### src/rtl/riscv_rf_pkg.sv
// riscv_rf_pkg: shared widths, writeback source ids and register-zero index for the register file.
package riscv_rf_pkg;
  localparam int DEF_REG_ADDR_W = 5;
  localparam int DEF_DATA_W = 64;
  localparam int DEF_CNT_W = 2;
  localparam int REG_ZERO = 0;
  typedef enum logic {WB_ALU, WB_MEM} wb_src_t;
endpackage

### src/rtl/regfile_wb_ctrl_if.sv
// regfile_wb_ctrl_if: writeback sources, register-file write port and issue/hazard query bundle.
interface regfile_wb_ctrl_if import riscv_rf_pkg::*; #(
  parameter int REG_ADDR_W = DEF_REG_ADDR_W,
  parameter int DATA_W = DEF_DATA_W
);
  logic alu_valid, alu_ready, mem_valid, mem_ready;
  logic [REG_ADDR_W-1:0] alu_rd, mem_rd;
  logic [DATA_W-1:0] alu_data, mem_data;
  logic rf_we;
  logic [REG_ADDR_W-1:0] rf_rd;
  logic [DATA_W-1:0] rf_wdata;
  logic iss_valid, iss_ready, q_busy1, q_busy2;
  logic [REG_ADDR_W-1:0] iss_rd, q_rs1, q_rs2;
  modport master (
    output alu_valid, alu_rd, alu_data, mem_valid, mem_rd, mem_data, iss_valid, iss_rd, q_rs1, q_rs2,
    input alu_ready, mem_ready, rf_we, rf_rd, rf_wdata, iss_ready, q_busy1, q_busy2
  );
  modport slave (
    input alu_valid, alu_rd, alu_data, mem_valid, mem_rd, mem_data, iss_valid, iss_rd, q_rs1, q_rs2,
    output alu_ready, mem_ready, rf_we, rf_rd, rf_wdata, iss_ready, q_busy1, q_busy2
  );
endinterface

### src/rtl/rf_scoreboard.sv
// rf_scoreboard: per-register saturating outstanding-write counters with issue gating and busy lookup.
module rf_scoreboard import riscv_rf_pkg::*; #(
  parameter int REG_ADDR_W = DEF_REG_ADDR_W,
  parameter int CNT_W = DEF_CNT_W
) (
  input  logic                  clk,
  input  logic                  rst,
  input  logic                  iss_valid,
  input  logic [REG_ADDR_W-1:0] iss_rd,
  output logic                  iss_ready,
  input  logic                  wb_valid,
  input  logic [REG_ADDR_W-1:0] wb_rd,
  input  logic [REG_ADDR_W-1:0] q_rs1,
  input  logic [REG_ADDR_W-1:0] q_rs2,
  output logic                  q_busy1,
  output logic                  q_busy2
);
  localparam int N = 1 << REG_ADDR_W;
  logic [CNT_W-1:0] cnt [N];
  logic [N-1:0] inc, hit;
  assign iss_ready = !rst && cnt[iss_rd] != '1;
  assign q_busy1 = cnt[q_rs1] != '0;
  assign q_busy2 = cnt[q_rs2] != '0;
  always_comb begin
    inc = '0;
    hit = '0;
    inc[iss_rd] = iss_valid && iss_ready;
    hit[wb_rd] = wb_valid;
  end
  // simultaneous issue and writeback cancel; a stray writeback at zero clamps instead of wrapping
  always_ff @(posedge clk)
    for (int i = 0; i < N; i++)
      if (rst || i == REG_ZERO) cnt[i] <= '0;
      else if (inc[i] != hit[i]) cnt[i] <= inc[i] ? cnt[i] + 1'b1 : cnt[i] - CNT_W'(cnt[i] != '0);
endmodule

### src/rtl/regfile_wb_ctrl.sv
// regfile_wb_ctrl: round-robin ALU/MEM writeback arbiter driving registered RF write port.
// Define RF_SCOREBOARD_EN to add per-register outstanding-write tracking for decode hazards.
module regfile_wb_ctrl import riscv_rf_pkg::*; #(
  parameter int REG_ADDR_W = DEF_REG_ADDR_W,
  parameter int DATA_W = DEF_DATA_W,
  parameter int CNT_W = DEF_CNT_W
) (
  input logic clk,
  input logic rst,
  regfile_wb_ctrl_if.slave bus
);
  wb_src_t last_grant;
  logic alu_gnt, mem_gnt, gnt;
  logic [REG_ADDR_W-1:0] g_rd;
  logic [DATA_W-1:0] g_data;
  always_comb begin
    alu_gnt = !rst && bus.alu_valid && (!bus.mem_valid || last_grant == WB_MEM);
    mem_gnt = !rst && bus.mem_valid && (!bus.alu_valid || last_grant == WB_ALU);
    gnt = alu_gnt || mem_gnt;
    g_rd = alu_gnt ? bus.alu_rd : bus.mem_rd;
    g_data = alu_gnt ? bus.alu_data : bus.mem_data;
  end
  assign bus.alu_ready = alu_gnt;
  assign bus.mem_ready = mem_gnt;
  // x0 writes are accepted and advance arbitration but never reach the file
  always_ff @(posedge clk)
    if (rst) begin
      last_grant <= WB_MEM;
      bus.rf_we <= 1'b0;
      bus.rf_rd <= '0;
      bus.rf_wdata <= '0;
    end else begin
      bus.rf_we <= gnt && g_rd != REG_ADDR_W'(REG_ZERO);
      if (gnt) last_grant <= alu_gnt ? WB_ALU : WB_MEM;
      if (gnt && g_rd != REG_ADDR_W'(REG_ZERO)) begin
        bus.rf_rd <= g_rd;
        bus.rf_wdata <= g_data;
      end
    end
`ifdef RF_SCOREBOARD_EN
  rf_scoreboard #(.REG_ADDR_W(REG_ADDR_W), .CNT_W(CNT_W)) u_sb (
    .clk(clk),
    .rst(rst),
    .iss_valid(bus.iss_valid),
    .iss_rd(bus.iss_rd),
    .iss_ready(bus.iss_ready),
    .wb_valid(gnt),
    .wb_rd(g_rd),
    .q_rs1(bus.q_rs1),
    .q_rs2(bus.q_rs2),
    .q_busy1(bus.q_busy1),
    .q_busy2(bus.q_busy2)
  );
`else
  logic unused_ok;
  assign unused_ok = ^{bus.iss_valid, bus.iss_rd, bus.q_rs1, bus.q_rs2, CNT_W[0]};
  assign bus.iss_ready = 1'b1;
  assign bus.q_busy1 = 1'b0;
  assign bus.q_busy2 = 1'b0;
`endif
endmodule

### src/flat_wrapper.sv
// flat-port wrapper written by rule: the top's interface ports become plain ports
module regfile_wb_ctrl_flat import riscv_rf_pkg::*;
#(
  parameter int REG_ADDR_W = DEF_REG_ADDR_W,
  parameter int DATA_W = DEF_DATA_W,
  parameter int CNT_W = DEF_CNT_W
)
  (clk, rst, bus_alu_valid, bus_alu_rd, bus_alu_data, bus_mem_valid, bus_mem_rd, bus_mem_data, bus_iss_valid, bus_iss_rd, bus_q_rs1, bus_q_rs2, bus_alu_ready, bus_mem_ready, bus_rf_we, bus_rf_rd, bus_rf_wdata, bus_iss_ready, bus_q_busy1, bus_q_busy2);
  regfile_wb_ctrl_if #(.REG_ADDR_W(REG_ADDR_W), .DATA_W(DATA_W)) bus_i ();
  input logic clk;
  input logic rst;
  input wire logic [$bits(bus_i.alu_valid)-1:0] bus_alu_valid;
  input wire logic [$bits(bus_i.alu_rd)-1:0] bus_alu_rd;
  input wire logic [$bits(bus_i.alu_data)-1:0] bus_alu_data;
  input wire logic [$bits(bus_i.mem_valid)-1:0] bus_mem_valid;
  input wire logic [$bits(bus_i.mem_rd)-1:0] bus_mem_rd;
  input wire logic [$bits(bus_i.mem_data)-1:0] bus_mem_data;
  input wire logic [$bits(bus_i.iss_valid)-1:0] bus_iss_valid;
  input wire logic [$bits(bus_i.iss_rd)-1:0] bus_iss_rd;
  input wire logic [$bits(bus_i.q_rs1)-1:0] bus_q_rs1;
  input wire logic [$bits(bus_i.q_rs2)-1:0] bus_q_rs2;
  output wire logic [$bits(bus_i.alu_ready)-1:0] bus_alu_ready;
  output wire logic [$bits(bus_i.mem_ready)-1:0] bus_mem_ready;
  output wire logic [$bits(bus_i.rf_we)-1:0] bus_rf_we;
  output wire logic [$bits(bus_i.rf_rd)-1:0] bus_rf_rd;
  output wire logic [$bits(bus_i.rf_wdata)-1:0] bus_rf_wdata;
  output wire logic [$bits(bus_i.iss_ready)-1:0] bus_iss_ready;
  output wire logic [$bits(bus_i.q_busy1)-1:0] bus_q_busy1;
  output wire logic [$bits(bus_i.q_busy2)-1:0] bus_q_busy2;
  assign bus_i.alu_valid = bus_alu_valid;
  assign bus_i.alu_rd = bus_alu_rd;
  assign bus_i.alu_data = bus_alu_data;
  assign bus_i.mem_valid = bus_mem_valid;
  assign bus_i.mem_rd = bus_mem_rd;
  assign bus_i.mem_data = bus_mem_data;
  assign bus_i.iss_valid = bus_iss_valid;
  assign bus_i.iss_rd = bus_iss_rd;
  assign bus_i.q_rs1 = bus_q_rs1;
  assign bus_i.q_rs2 = bus_q_rs2;
  assign bus_alu_ready = bus_i.alu_ready;
  assign bus_mem_ready = bus_i.mem_ready;
  assign bus_rf_we = bus_i.rf_we;
  assign bus_rf_rd = bus_i.rf_rd;
  assign bus_rf_wdata = bus_i.rf_wdata;
  assign bus_iss_ready = bus_i.iss_ready;
  assign bus_q_busy1 = bus_i.q_busy1;
  assign bus_q_busy2 = bus_i.q_busy2;
  regfile_wb_ctrl #(.REG_ADDR_W(REG_ADDR_W), .DATA_W(DATA_W), .CNT_W(CNT_W)) u_core (.clk(clk), .rst(rst), .bus(bus_i));
endmodule
### config.mk
export PLATFORM = sky130hd
export DESIGN_NAME = regfile_wb_ctrl_flat
export DESIGN_NICKNAME = d
export VERILOG_FILES = /design/src/rtl/riscv_rf_pkg.sv /design/src/rtl/regfile_wb_ctrl_if.sv /design/src/rtl/rf_scoreboard.sv /design/src/rtl/regfile_wb_ctrl.sv /design/src/flat_wrapper.sv
export SDC_FILE = /design/constraint.sdc
export NUM_CORES = 1
export LEC_CHECK = 0
export ABC_AREA = 1
export CORE_AREA = 2 2 110 102
export CTS_BUF_LIST = sky130_fd_sc_hd__clkbuf_2 sky130_fd_sc_hd__clkbuf_4 sky130_fd_sc_hd__clkbuf_8
export DETAILED_ROUTE_END_ITERATION = 7
export DIE_AREA = 0 0 112 104
export GPL_TIMING_DRIVEN = 1
export PLACE_DENSITY = 0.87
export RECOVER_POWER = 25
export SETUP_SLACK_MARGIN = 0.4
export SYNTH_ARGS = -nofsm -noshare
export SYNTH_HDL_FRONTEND = slang
export SYNTH_SLANG_ARGS = --single-unit
### constraint.sdc
create_clock -name clk -period 2.2 [get_ports clk]
set_input_delay 0.44 -clock clk [delete_from_list [all_inputs] [get_ports clk]]
set_output_delay 0.44 -clock clk [all_outputs]
set_load 0.1 [all_outputs]
==> out/qor.csv <==
stage,metric,value,unit
status,status,"finished, final reports clean",
floorplanning,ios,233,
clocking,cts_tree,yes,
route,drt_iter0_drc,245,
min_path,hold_class,register to register,
setup_path,crit_buf_inv,5,
grt,grt_pass1_wl,20000,um
sta,slew_headroom,0.391,
floorplanning,dieArea,11600,sq um
sta,slew_viol_final,0,
floorplanning,fp.dieW,112,um
finish,nNetsFinal,1067,
sta,setup_viol,0,
synth,syn_avg_cell_area,5.88,sq um
job,max_cap_violations,0,
route,drtAntennaViolNets,0,
placed_design,port_buffers,213,
clocking,cts.sinks,71,
clocking,path_clk_slew,0.08,ns
setup_path,path_delay_family,simple AND/OR/NAND/NOR gates,
finish,n_fill_cell,982,
setup_path,worstPathRequired,2.46,ns
synth,yosys.area.top_type,dfxtp_1,
route,vias,4717,
placed_design,place_area,6190,sq um
sta,tightest_slew,0.913,ns
route,wire_per_inst,12.7,um
sta,fmax,555,MHz
clocking,root_buffer,clkbuf_8,
power_and_ir_drop,pwr_density_cell,676,nW/um^2
clocking,h-tree-depth,3,
synth,synthTopCellsByArea,"dfxtp_1 35%, nand2_1 26%, nor2_1 11%",
floorplanning,core_area,10500,sq um
grt,antenna_found_initial,0,
clocking,cts_made_buffers,9,
power_and_ir_drop,ir_drop,0.342,mV
sta,fin_crit,1.80,ns
setup_path,cp_max_fo,8,
grt,overflow,0,
synth,yosys_warnings,0,
clocking,cts_max_path_buffers,2,
route,highest_layer,met4,
power_and_ir_drop,total_power,4.51,mW
setup_path,crit_type,input port to register,
route,met1_length,5340,um
setup_path,worstPathCellList,clkdlybuf4s15_1 > nor2_4 > nand2_4 > buf_6 > nand2_4 > nand2_2 > nor2_4 > buf_6 > nand3b_4 > clkbuf_16 > clkbuf_16 > nand3_1 > nand2_1 > nor2_1,
setup_path,startpoint_type,input port,
setup_path,crit_slowest_cell,clkdlybuf4s15_1,
finish,diodes,0,
synth,netlist_instances,683,
route,wl_met2,6390,um
setup_path,crit_start,rst,
placed_design,routabilityCongestion,0.781,
setup_path,cp_data_arrival_time,2.07,ns
finish,syn2layout_area_growth,66.0,%
setup_path,critPathCaptureType,register,
placed_design,post-dp-hpwl,8990,um
sta,clock-skew-final,0.0151,ns
synth,seq_area_frac_synth,0.354,
route,firstDrtPassIters,4,
grt,grt_pass1_vias,4342,
sta,finalHoldViolCount,0,
grt,grt_max_degree,45,
finish,drive_gt1_frac,0.205,
placed_design,dpl.cell_count,1009,
route,wl_met3,1210,um
floorplanning,rows,36,
clocking,clk-insertion-delay-late,0.33,ns
route,route.detailed.drc,0,
sta,post-route-period-util,0.819,
setup_path,crit_path_max_incr_delay,0.21,ns
setup_path,r2r_start,u_core.last_grant,
finish,layoutNonFillerInstCount,1046,
synth,ys_ff_latch,71,
synth,yosysUniqueCellTypes,21,
min_path,hold_path_startpoint,u_core.bus.rf_wdata[51],
synth,yosys.area.top_type_share,0.354,
floorplanning,die_h,104,um
clocking,holdBufCountCts,0,
route,avgViaCountPerCell,4.51,
synth,synthesis.area,4020,sq um
power_and_ir_drop,leakagePower,3.57,nW
sta,rsz0062_at_grt,true,
finish,fin_area,6670,sq um
grt,grt.total_usage,0.205,
route,routed_wl,13300,um
floorplanning,start_util,0.381,
final timing paths:
kind	to	slack, ns	cells after the start
hold / removal	u_core.bus.rf_wdata[51]	0.48	2
setup reg to reg	u_core.bus.rf_wdata[5]	0.42	14
setup / recovery	u_core.bus.rf_wdata[5]	0.40	14
hold reg to reg	u_core.bus.rf_wdata[51]	0.48	2
Yosys cell counts:
cell type  number
buf_6           7
clkbuf_1       13
buf_1           1
nand2_4         1
a21oi_1         2
buf_2          21
nand2_2         3
nor2_4          3
o211ai_1        1
nand2_1       274
nand3b_4        1
dfxtp_1        71
inv_1          70
buf_4           3
nor2_1        114
nand3_1        72
a211oi_1        1
inv_2           2
nor2_2         20
conb_1          2
a21oi_2         1
repair_timing:
item	CTS	global route
cloned	1	9
endpoints found under the setup margin	69	69
endpoints found under the hold margin	0	0
pin swaps	7	20
gates resized for setup	9	29
buffers inserted	6	6
logic make-up (layout without fill, tap and decap cells):
group,Yosys count,after routing,share of synthesized area
compound gates,5,5,0.00841
buf+inv,117,346,0.132
flops,71,71,0.354
other cells,2,3,0.00187
simple gates,488,488,0.504
state kept, by name, indices dropped and copies added, names as in the netlist:
| name | cells |
|---|---|
| u_core.bus.rf_rd | 5 |
| u_core.bus.rf_wdata | 64 |
| u_core.bus.rf_we | 1 |
| u_core.last_grant | 1 |
metrics by stage:
| step | worst slack, ns | util | TNS [ns] | hold slack, ns |
|---|---|---|---|---|
| after floorplan | 0.0248 | - | 0 | 0.482 |
| after global placement | -0.0553 | 0.587 | -2.81 | 0.449 |
| after detailed placement | -0.117 | 0.587 | -5.48 | 0.472 |
| after CTS | 0.344 | 0.611 | 0 | 0.486 |
| after global routing | 0.321 | 0.633 | 0 | 0.499 |
| final | 0.397 | 0.633 | 0 | 0.475 |
worst min-delay path, delay by kind of cell, from the launching register on:
kind | cells | cell delay, ns
and+or+nand+nor | 2 | 0.12
DFF | 1 | 0.33
report_power, final:
part	internal (mW)	switching (mW)	total, mW
Sequential	1.42	0.0696	1.49
Combinational	0.643	1.48	2.12
Clock	0.425	0.476	0.901
area by class of cell:
class                      count  area [sq um]  area share
clock buffer                  11           139      0.0208
timing repair buffer         259          2470       0.371
sequential                    71          1420       0.213
clock inverter                 4          23.8     0.00356
inverter                      72           273      0.0409
tap                          133           166      0.0249
multi-input combinational    496          2170       0.325
layer usage:
layer,track usage,vias up
li1,-,2470
met1,0.241,2020
met2,0.366,196
met3,0.0542,31
met4,0.0618,0
met5,0,-
cells in the final DEF (no fill, tap or decap), drive strengths merged:
cell | netlist | layout
nand2 | 278 | 278
clkdlybuf4s50 | 0 | 138
nor2 | 137 | 137
buf | 32 | 78
inv | 72 | 72
nand3 | 72 | 72
dfxtp | 71 | 71
clkbuf | 13 | 52
clkinv | 0 | 4
conb | 2 | 3
a21oi | 3 | 3
clkdlybuf4s15 | 0 | 2
a211oi | 1 | 1
nand3b | 1 | 1
o211ai | 1 | 1
No activity file was read; power rests on OpenSTA's default activity.
